## config.mk

```make
export PLATFORM = sky130hd
export DESIGN_NAME = btn_mode_sequencer
export DESIGN_NICKNAME = d
export VERILOG_FILES = /design/src/rtl/btn_mode_sequencer.sv
export SDC_FILE = /design/constraint.sdc
export NUM_CORES = 1
export LEC_CHECK = 0
export BUFFER_PORTS_ARGS = -buffer_cell sky130_fd_sc_hd__buf_4
export CORE_UTILIZATION = 25
export DETAILED_ROUTE_END_ITERATION = 10
export GPL_ROUTABILITY_DRIVEN = 0
export PLACE_DENSITY = 0.38
export SYNTH_ARGS = -nofsm -noshare
export SYNTH_HDL_FRONTEND = slang
export SYNTH_SLANG_ARGS = --single-unit
```

## constraint.sdc

```tcl
create_clock -name CLK100MHZ -period 7.7 [get_ports CLK100MHZ]
set_clock_uncertainty 0.2 [all_clocks]
set_input_delay 1.155 -clock CLK100MHZ [delete_from_list [all_inputs] [get_ports CLK100MHZ]]
set_output_delay 1.155 -clock CLK100MHZ [all_outputs]
set_load 0.02 [all_outputs]
```

## src/rtl/btn_mode_sequencer.sv

```systemverilog
// Button-driven operation sequencer: 2-flop sync, per-button debounce, registered mode and LED datapath.
// Define BTN_MODE_STICKY_EN for sticky (rise-selected) modes; default build is momentary (level-selected).
package types_pkg;
    typedef enum logic [2:0] {
        RESET        = 3'd0,
        ADD          = 3'd1,
        SUB          = 3'd2,
        MUL          = 3'd3,
        COUNT_ONES   = 3'd4,
        LEADING_ONES = 3'd5
    } opr_mode_t;
endpackage

module btn_mode_sequencer
    import types_pkg::*;
#(
    parameter int WIDTH           = 16,
    parameter int DEBOUNCE_CYCLES = 1000000,
    parameter int CNT_W           = $clog2(DEBOUNCE_CYCLES + 1)
) (
    input  logic             CLK100MHZ,
    input  logic             CPU_RESETN,
    input  logic [WIDTH-1:0] SW,
    input  logic             BTNC,
    input  logic             BTNU,
    input  logic             BTND,
    input  logic             BTNL,
    input  logic             BTNR,
    output logic [WIDTH-1:0] LED,
    output opr_mode_t        MODE,
    output logic             MODE_STB
);

    localparam int HALF = WIDTH / 2;
    localparam logic [CNT_W-1:0] CNT_LAST = CNT_W'(DEBOUNCE_CYCLES - 1);

    // Bit order {C, U, D, L, R}: index 4 carries the highest priority.
    logic [4:0]       btn_raw;
    logic [4:0]       btn_s1_q, btn_s2_q;
    logic [4:0]       db_q, db_dly_q;
    logic [CNT_W-1:0] cnt_q [5];
    logic [WIDTH-1:0] sw_s1_q, sw_s2_q;
    logic [4:0]       sel;
    opr_mode_t        mode_d, mode_q;
    logic             stb_q;
    logic [WIDTH-1:0] led_d, led_q;

    assign btn_raw = {BTNC, BTNU, BTND, BTNL, BTNR};

    always_ff @(posedge CLK100MHZ or negedge CPU_RESETN) begin
        if (!CPU_RESETN) begin
            btn_s1_q <= '0;
            btn_s2_q <= '0;
            db_q     <= '0;
            db_dly_q <= '0;
            sw_s1_q  <= '0;
            sw_s2_q  <= '0;
            for (int unsigned i = 0; i < 5; i++) begin
                cnt_q[i] <= '0;
            end
        end else begin
            btn_s1_q <= btn_raw;
            btn_s2_q <= btn_s1_q;
            sw_s1_q  <= SW;
            sw_s2_q  <= sw_s1_q;
            db_dly_q <= db_q;
            for (int unsigned i = 0; i < 5; i++) begin
                if (btn_s2_q[i] == db_q[i]) begin
                    cnt_q[i] <= '0;
                end else if (cnt_q[i] == CNT_LAST) begin
                    db_q[i]  <= btn_s2_q[i];
                    cnt_q[i] <= '0;
                end else begin
                    cnt_q[i] <= cnt_q[i] + 1'b1;
                end
            end
        end
    end

`ifdef BTN_MODE_STICKY_EN
    assign sel = db_q & ~db_dly_q;
`else
    assign sel = db_q;
`endif

    always_comb begin
`ifdef BTN_MODE_STICKY_EN
        mode_d = mode_q;
`else
        mode_d = RESET;
`endif
        if (sel[4])      mode_d = MUL;
        else if (sel[3]) mode_d = LEADING_ONES;
        else if (sel[2]) mode_d = COUNT_ONES;
        else if (sel[1]) mode_d = ADD;
        else if (sel[0]) mode_d = SUB;
    end

    logic [HALF-1:0]  opa, opb;
    logic [WIDTH-1:0] ones_cnt, lead_cnt;
    logic             lead_run;

    assign opa = sw_s2_q[HALF-1:0];
    assign opb = sw_s2_q[WIDTH-1:HALF];

    // Leading-ones count: lead_run drops at the first 0 scanning down from the MSB.
    always_comb begin
        ones_cnt = '0;
        lead_cnt = '0;
        lead_run = 1'b1;
        for (int unsigned i = 0; i < WIDTH; i++) begin
            ones_cnt = ones_cnt + WIDTH'(sw_s2_q[i]);
            lead_run = lead_run & sw_s2_q[WIDTH-1-i];
            lead_cnt = lead_cnt + WIDTH'(lead_run);
        end
        case (mode_q)
            ADD:          led_d = WIDTH'(opa) + WIDTH'(opb);
            SUB:          led_d = WIDTH'(opa) - WIDTH'(opb);
            MUL:          led_d = WIDTH'(opa) * WIDTH'(opb);
            COUNT_ONES:   led_d = ones_cnt;
            LEADING_ONES: led_d = lead_cnt;
            default:      led_d = '0;
        endcase
    end

    always_ff @(posedge CLK100MHZ or negedge CPU_RESETN) begin
        if (!CPU_RESETN) begin
            mode_q <= RESET;
            stb_q  <= 1'b0;
            led_q  <= '0;
        end else begin
            mode_q <= mode_d;
            stb_q  <= (mode_d != mode_q);
            led_q  <= led_d;
        end
    end

    assign LED      = led_q;
    assign MODE     = mode_q;
    assign MODE_STB = stb_q;

endmodule
```

Word level (Yosys, flattened, before mapping) --
Cells that the tools add are included.
Word-level totals: bits in registers 167, bits of input ports 23, output and inout port bits 20, word-level logic and storage cells 112
Operators by class: $add $sub $neg 37, multiply operators 1, equality and inequality tests 16, mux-type cells 16, bitwise logic cells 20, reductions and logical operators 5
Operators by type and width (count):
- 20-bit two-way mux | 10
- 20-bit by 1-bit adder with 20-bit output (second input constant) | 5
- 20-bit == test (second input constant) | 5
- 16-bit case mux with 5 select lines | 1
- 15-bit by 1-bit adder with 16-bit output | 2
- 14-bit by 1-bit adder with 15-bit output | 2
- 13-bit by 1-bit adder with 14-bit output | 2
- 12-bit by 1-bit adder with 13-bit output | 2
- 11-bit by 1-bit adder with 12-bit output | 2
- 10-bit by 1-bit adder with 11-bit output | 2
- 9-bit by 1-bit adder with 10-bit output | 2
- 8-bit by 1-bit adder with 9-bit output | 2
- 7-bit by 1-bit adder with 8-bit output | 2
- 8-bit by 8-bit multiplier with 16-bit output | 1
- 1-bit AND | 15
- 6-bit by 1-bit adder with 7-bit output | 2
- 5-bit by 1-bit adder with 6-bit output | 2
- 4-bit by 1-bit adder with 5-bit output | 2
- 2-bit AND reduction | 5
- 8-bit by 8-bit adder with 9-bit output | 1
- 3-bit two-way mux | 3
- 8-bit by 8-bit subtractor with 9-bit output | 1
- 3-bit by 1-bit adder with 4-bit output | 2
- 2-bit by 1-bit adder with 3-bit output | 2
- 8 further kinds | 20

Depth between registers and ports, before layout --
depth in word-level cells 17, gate-level depth with buffers 18, gate-level depth less buffers 18

Least setup slack after synthesis --
No wires, ideal clock.
path kind register to register, from register sw_s2_q[15], to register led_q[2] (netlist: LED[2]), library setup time 0.135 ns, arrival 4.522 ns, required time 7.365 ns, slack 2.842 ns, stages on the path, launching flop included 16, path buffers 0, clock period less this slack 4.858 ns, cells stage by stage dfrtp_1 and3_1 and4_1 and3_1 and2_1 nand3_1 nor2_1 fa_1 fa_1 fa_1 fa_1 ha_1 fa_1 xor2_1 a221oi_1 o22ai_1
Between the ends: longest elaborated chain between the ends 17, elaborated cells between the ends (all ways) 32, those cells by class 16 x add/sub; 1 x mux; 15 x bitwise
Ends and longest elaborated chain:
- start, declared | line 42 | logic [WIDTH-1:0] sw_s1_q, sw_s2_q;
- start signal, assigned | line 65 | sw_s2_q <= sw_s1_q;
- 1-bit AND | line 113 | lead_run = lead_run & sw_s2_q[WIDTH-1-i];
- 1-bit by 1-bit adder with 2-bit output / 1-bit AND (equally long branches) | line 114, 113
- 2-bit by 1-bit adder with 3-bit output / 1-bit AND (equally long branches) | line 114, 113
- 3-bit by 1-bit adder with 4-bit output / 1-bit AND (equally long branches) | line 114, 113
- 4-bit by 1-bit adder with 5-bit output / 1-bit AND (equally long branches) | line 114, 113
- 5-bit by 1-bit adder with 6-bit output / 1-bit AND (equally long branches) | line 114, 113
- 6-bit by 1-bit adder with 7-bit output / 1-bit AND (equally long branches) | line 114, 113
- 7-bit by 1-bit adder with 8-bit output / 1-bit AND (equally long branches) | line 114, 113
- [... 2 more ...]
- 10-bit by 1-bit adder with 11-bit output / 1-bit AND (equally long branches) | line 114, 113
- 11-bit by 1-bit adder with 12-bit output / 1-bit AND (equally long branches) | line 114, 113
- 12-bit by 1-bit adder with 13-bit output / 1-bit AND (equally long branches) | line 114, 113
- 13-bit by 1-bit adder with 14-bit output / 1-bit AND (equally long branches) | line 114, 113
- 14-bit by 1-bit adder with 15-bit output / 1-bit AND (equally long branches) | line 114, 113
- 15-bit by 1-bit adder with 16-bit output | line 114 | lead_cnt = lead_cnt + WIDTH'(lead_run);
- 16-bit case mux with 5 select lines (*) | line 116 | case (mode_q)
- via led_d[2] | line 46 | logic [WIDTH-1:0] led_d, led_q;
- end signal, assigned | line 134 | led_q <= led_d;
- end, declared | line 46
The timed path passes the listed nets; every way through them passes the cells marked *. A chain may end at the register's enable or synchronous reset.

Worst setup path in the final report --
Same ends and word-level chain as after synthesis.

==> summary.md <==
| Metric | Value |
|---|---|
| Status | finished clean |
| Cell variety after synth | 66 |
| Pwr Total | about 2.4 mW |
| Tot GR Track Use | 13.0% |
| Starting Density | between 20 and 30% |
| Fillcell total | roughly 4400 |
| CTS tree | built |
| Post-synth top cells | dfrtp_1 (167), nor2_1 (163), inv_1 (106), nand2_1 (80), xor2_1 (70) |
| Setup bufs post-CTS | 0 |
| Iter 0 DRT Violations | 300 |
| Synthesis-to-layout area growth | 14.2% |
| Antenna violations before repair | 1 |
| CP max stage delay | around 0.55 ns |
| Chip width | 206 um |
| Clock latency on the worst-skew pair | between 0.4 and 0.5 ns |
| Leakage | ~5.6 nW |
| Final min period | 5.30 ns |
| Syn_area_per_cell | ~10 um2 |
| Vias in the first global route | 7529 |
| Placed Instances | around 1600 |
| Final Cycle Share | 68.9% |
| Chip height | 206 um |
| # Max-Cap Violations | 0 |
| VDD IR max | between 0.1 and 0.15 mV |
| DP HPWL | roughly 19 mm |
| Fmax achieved | ~0.19 GHz |
| Count leader, synth | dfrtp_1 |
| Routed wire length | approximately 26 mm |
| # resized after CTS | 0 |
| Unrepaired setup endpoints after global routing | no |
| Routed len/inst | between 15 and 20 um |
| Cts bufs inserted | 17 |
| Worst-path clk slew | around 0.070 ns |
| Crit start category | register |
| Crit path max fanout | 9 |
| Layout cell share with drive strength beyond 1 | under 10% |
| Setup TNS | 0 ns |
| Cell taking the most area after synthesis | dfrtp_1 |
| Clk root buf | clkbuf_16 |
| Max Slew Vio Count | 0 |
| Synth Flop Type | dfrtp_1 |
| CP Buf/Inv Count | 0 |
| Final setup viols | 0 |
| Clock sink count | roughly 170 |
| Bufs on Longest Clock Path | 2 |
| CTS Hold Bufs | 0 |
| H-tree lvl count | 4 |
| Synth area leaders | dfrtp_1 (40%), fa_1 (11%), ha_1 (8.1%) |
| Critical path class | register to register |
| Crit. End Element | register |
| CP max-delay cell | dfrtp_1 |
| Via Count | 7168 |
| Largest net degree at the start of global routing | 83 |
| Worst path arrival time | ~5.4 ns |
| Yosys top cell area share | about 40% |
| Synthesis warning total | 0 |
| Std-Cell Rows | 74 |
| Syn Inst Count | around 1000 |
| Overflow after GRT | 0 |
| Hold WC Path Type | register to register |
| Post-synth EDFFs | 0 |
| Final Util | between 20 and 30% |
| Final hold violations | 0 |
| Final cell count without fillers | 1635 |
| Placed inst area | ~11000 um2 |
| Synthesis-stage register bit count | 167 |
| Port-buffer cells | 42 |
| Register area share after synthesis | roughly 40% |
| Crit-path leading delay family | adder cells |
| CP Cell Sequence | and3_1 -> and4_1 -> and3_1 -> and2_1 -> nand3_1 -> nor2_1 -> fa_1 -> fa_1 -> fa_1 -> fa_1 -> ha_1 -> fa_1 -> xor2_1 -> a221oi_1 -> o22ai_1 |
| Final instance area | approximately 12000 um2 |
| Via density | approximately 4.4 |
| Worst-Margin Slew | slightly above 0.9 ns |
| Fin nets | between 1000 and 1500 |
| DR pass1 iterations | 4 |
| Slew headroom | between 30% and 40% |
| # DRC | 0 |
| Mapped Area | between 10000 and 15000 um2 |
| Share of synthesized registers carrying an async set or reset | 100% |
| IO Pins | 43 |
| Core Area | between 40000 and 50000 um2 |
| Die area | about 42000 um2 |
| Most used cell, CP | fa_1 |
| First-pass GRT wire length | 42.2 mm |
| Syn_nets | between 1000 and 1500 |
| DRT antenna net count | 0 |
| Req. time, crit path | between 7 and 8 ns |
| Pwr/cell area | 206 nW/um2 |
[through the flow]
step,setup slack [ns],hold WS [ns]
2_1_floorplan,2.84,0.131
3_3_place_gp,2.51,0.133
3_5_place_dp,2.43,0.137
4_1_cts,2.39,0.153
5_1_grt,2.03,0.155
6_report,2.40,0.150
[cells in the final DEF, fill, tap and decap left out, types with 8 or more instances in the layout]
cell       count
and3_1        21
nand3_1       50
ha_1          67
dfrtp_1      167
a21o_1         8
a21oi_1       27
nor2_1       163
fa_1          58
xor2_1        70
nor4b_1        8
o21ai_0       19
nand2_1       80
nand4_1       13
xnor2_1       40
buf_4         43
inv_1        106
and2_1        18
nor3_1        13
clkbuf_16     17
[sequential cells by signal, indices dropped and copies added, names as in the netlist]
register	count
cnt_q	100
MODE	3
btn_s2_q	5
LED	16
sw_s2_q	16
btn_s1_q	5
MODE_STB	1
sw_s1_q	16
db_q	5
[worst register-to-register path: stages (launching register included)]
cell	delay (ns)
dfrtp_1	0.55
and3_1	0.29
and4_1	0.27
and3_1	0.24
and2_1	0.16
nand3_1	0.12
nor2_1	0.19
fa_1	0.48
fa_1	0.50
fa_1	0.55
fa_1	0.44
ha_1	0.23
fa_1	0.40
xor2_1	0.16
a221oi_1	0.24
o22ai_1	0.14
[layout make-up]
cell class	instances	area (um2)	share of cell area (%)
Antenna cell	1	2.50	0.0211
Timing Repair Buffer	44	337	2.83
Inverter	107	402	3.38
Clock buffer	17	425	3.58
Multi-Input combinational cell	752	5710	48.1
Tap cell	532	666	5.60
Clock inverter	15	160	1.35
Sequential cell	167	4180	35.2
[per-layer routing]
layer	GRT usage, %	vias up	part of all wire, %
met5	0	-	0
li1	-	3536	-
met4	4.07	0	2.0
met2	21.5	75	49
met1	16.7	3535	45
met3	3.22	22	3.9
[power by group]
group | switching (mW) | total, mW | internal (mW)
registers | 0.0253 | 0.921 | 0.895
clock network | 0.419 | 0.880 | 0.460
logic | 0.378 | 0.648 | 0.270
[cells by family after synthesis]
logic type,synth area share (%)
compound gates,6.58
xor+xnor,9.26
fa+ha+maj,19.2
buf+inv,4.98
flops,40.2
mux,0.625
simple gates,19.2
[worst paths after layout]
kind	startpoint	end	slack, ns	depth (start not counted)
max reg2reg	sw_s2_q[15]	LED[2]	2.40	15
max	sw_s2_q[15]	LED[2]	2.40	15
min	sw_s1_q[1]	sw_s2_q[1]	0.15	0
min reg2reg	sw_s1_q[1]	sw_s2_q[1]	0.15	0
min in group asynchronous	CPU_RESETN	LED[13]	0.56	1
max in group asynchronous	CPU_RESETN	LED[1]	5.61	2
Note: power is estimated with default switching activity, not from simulation.
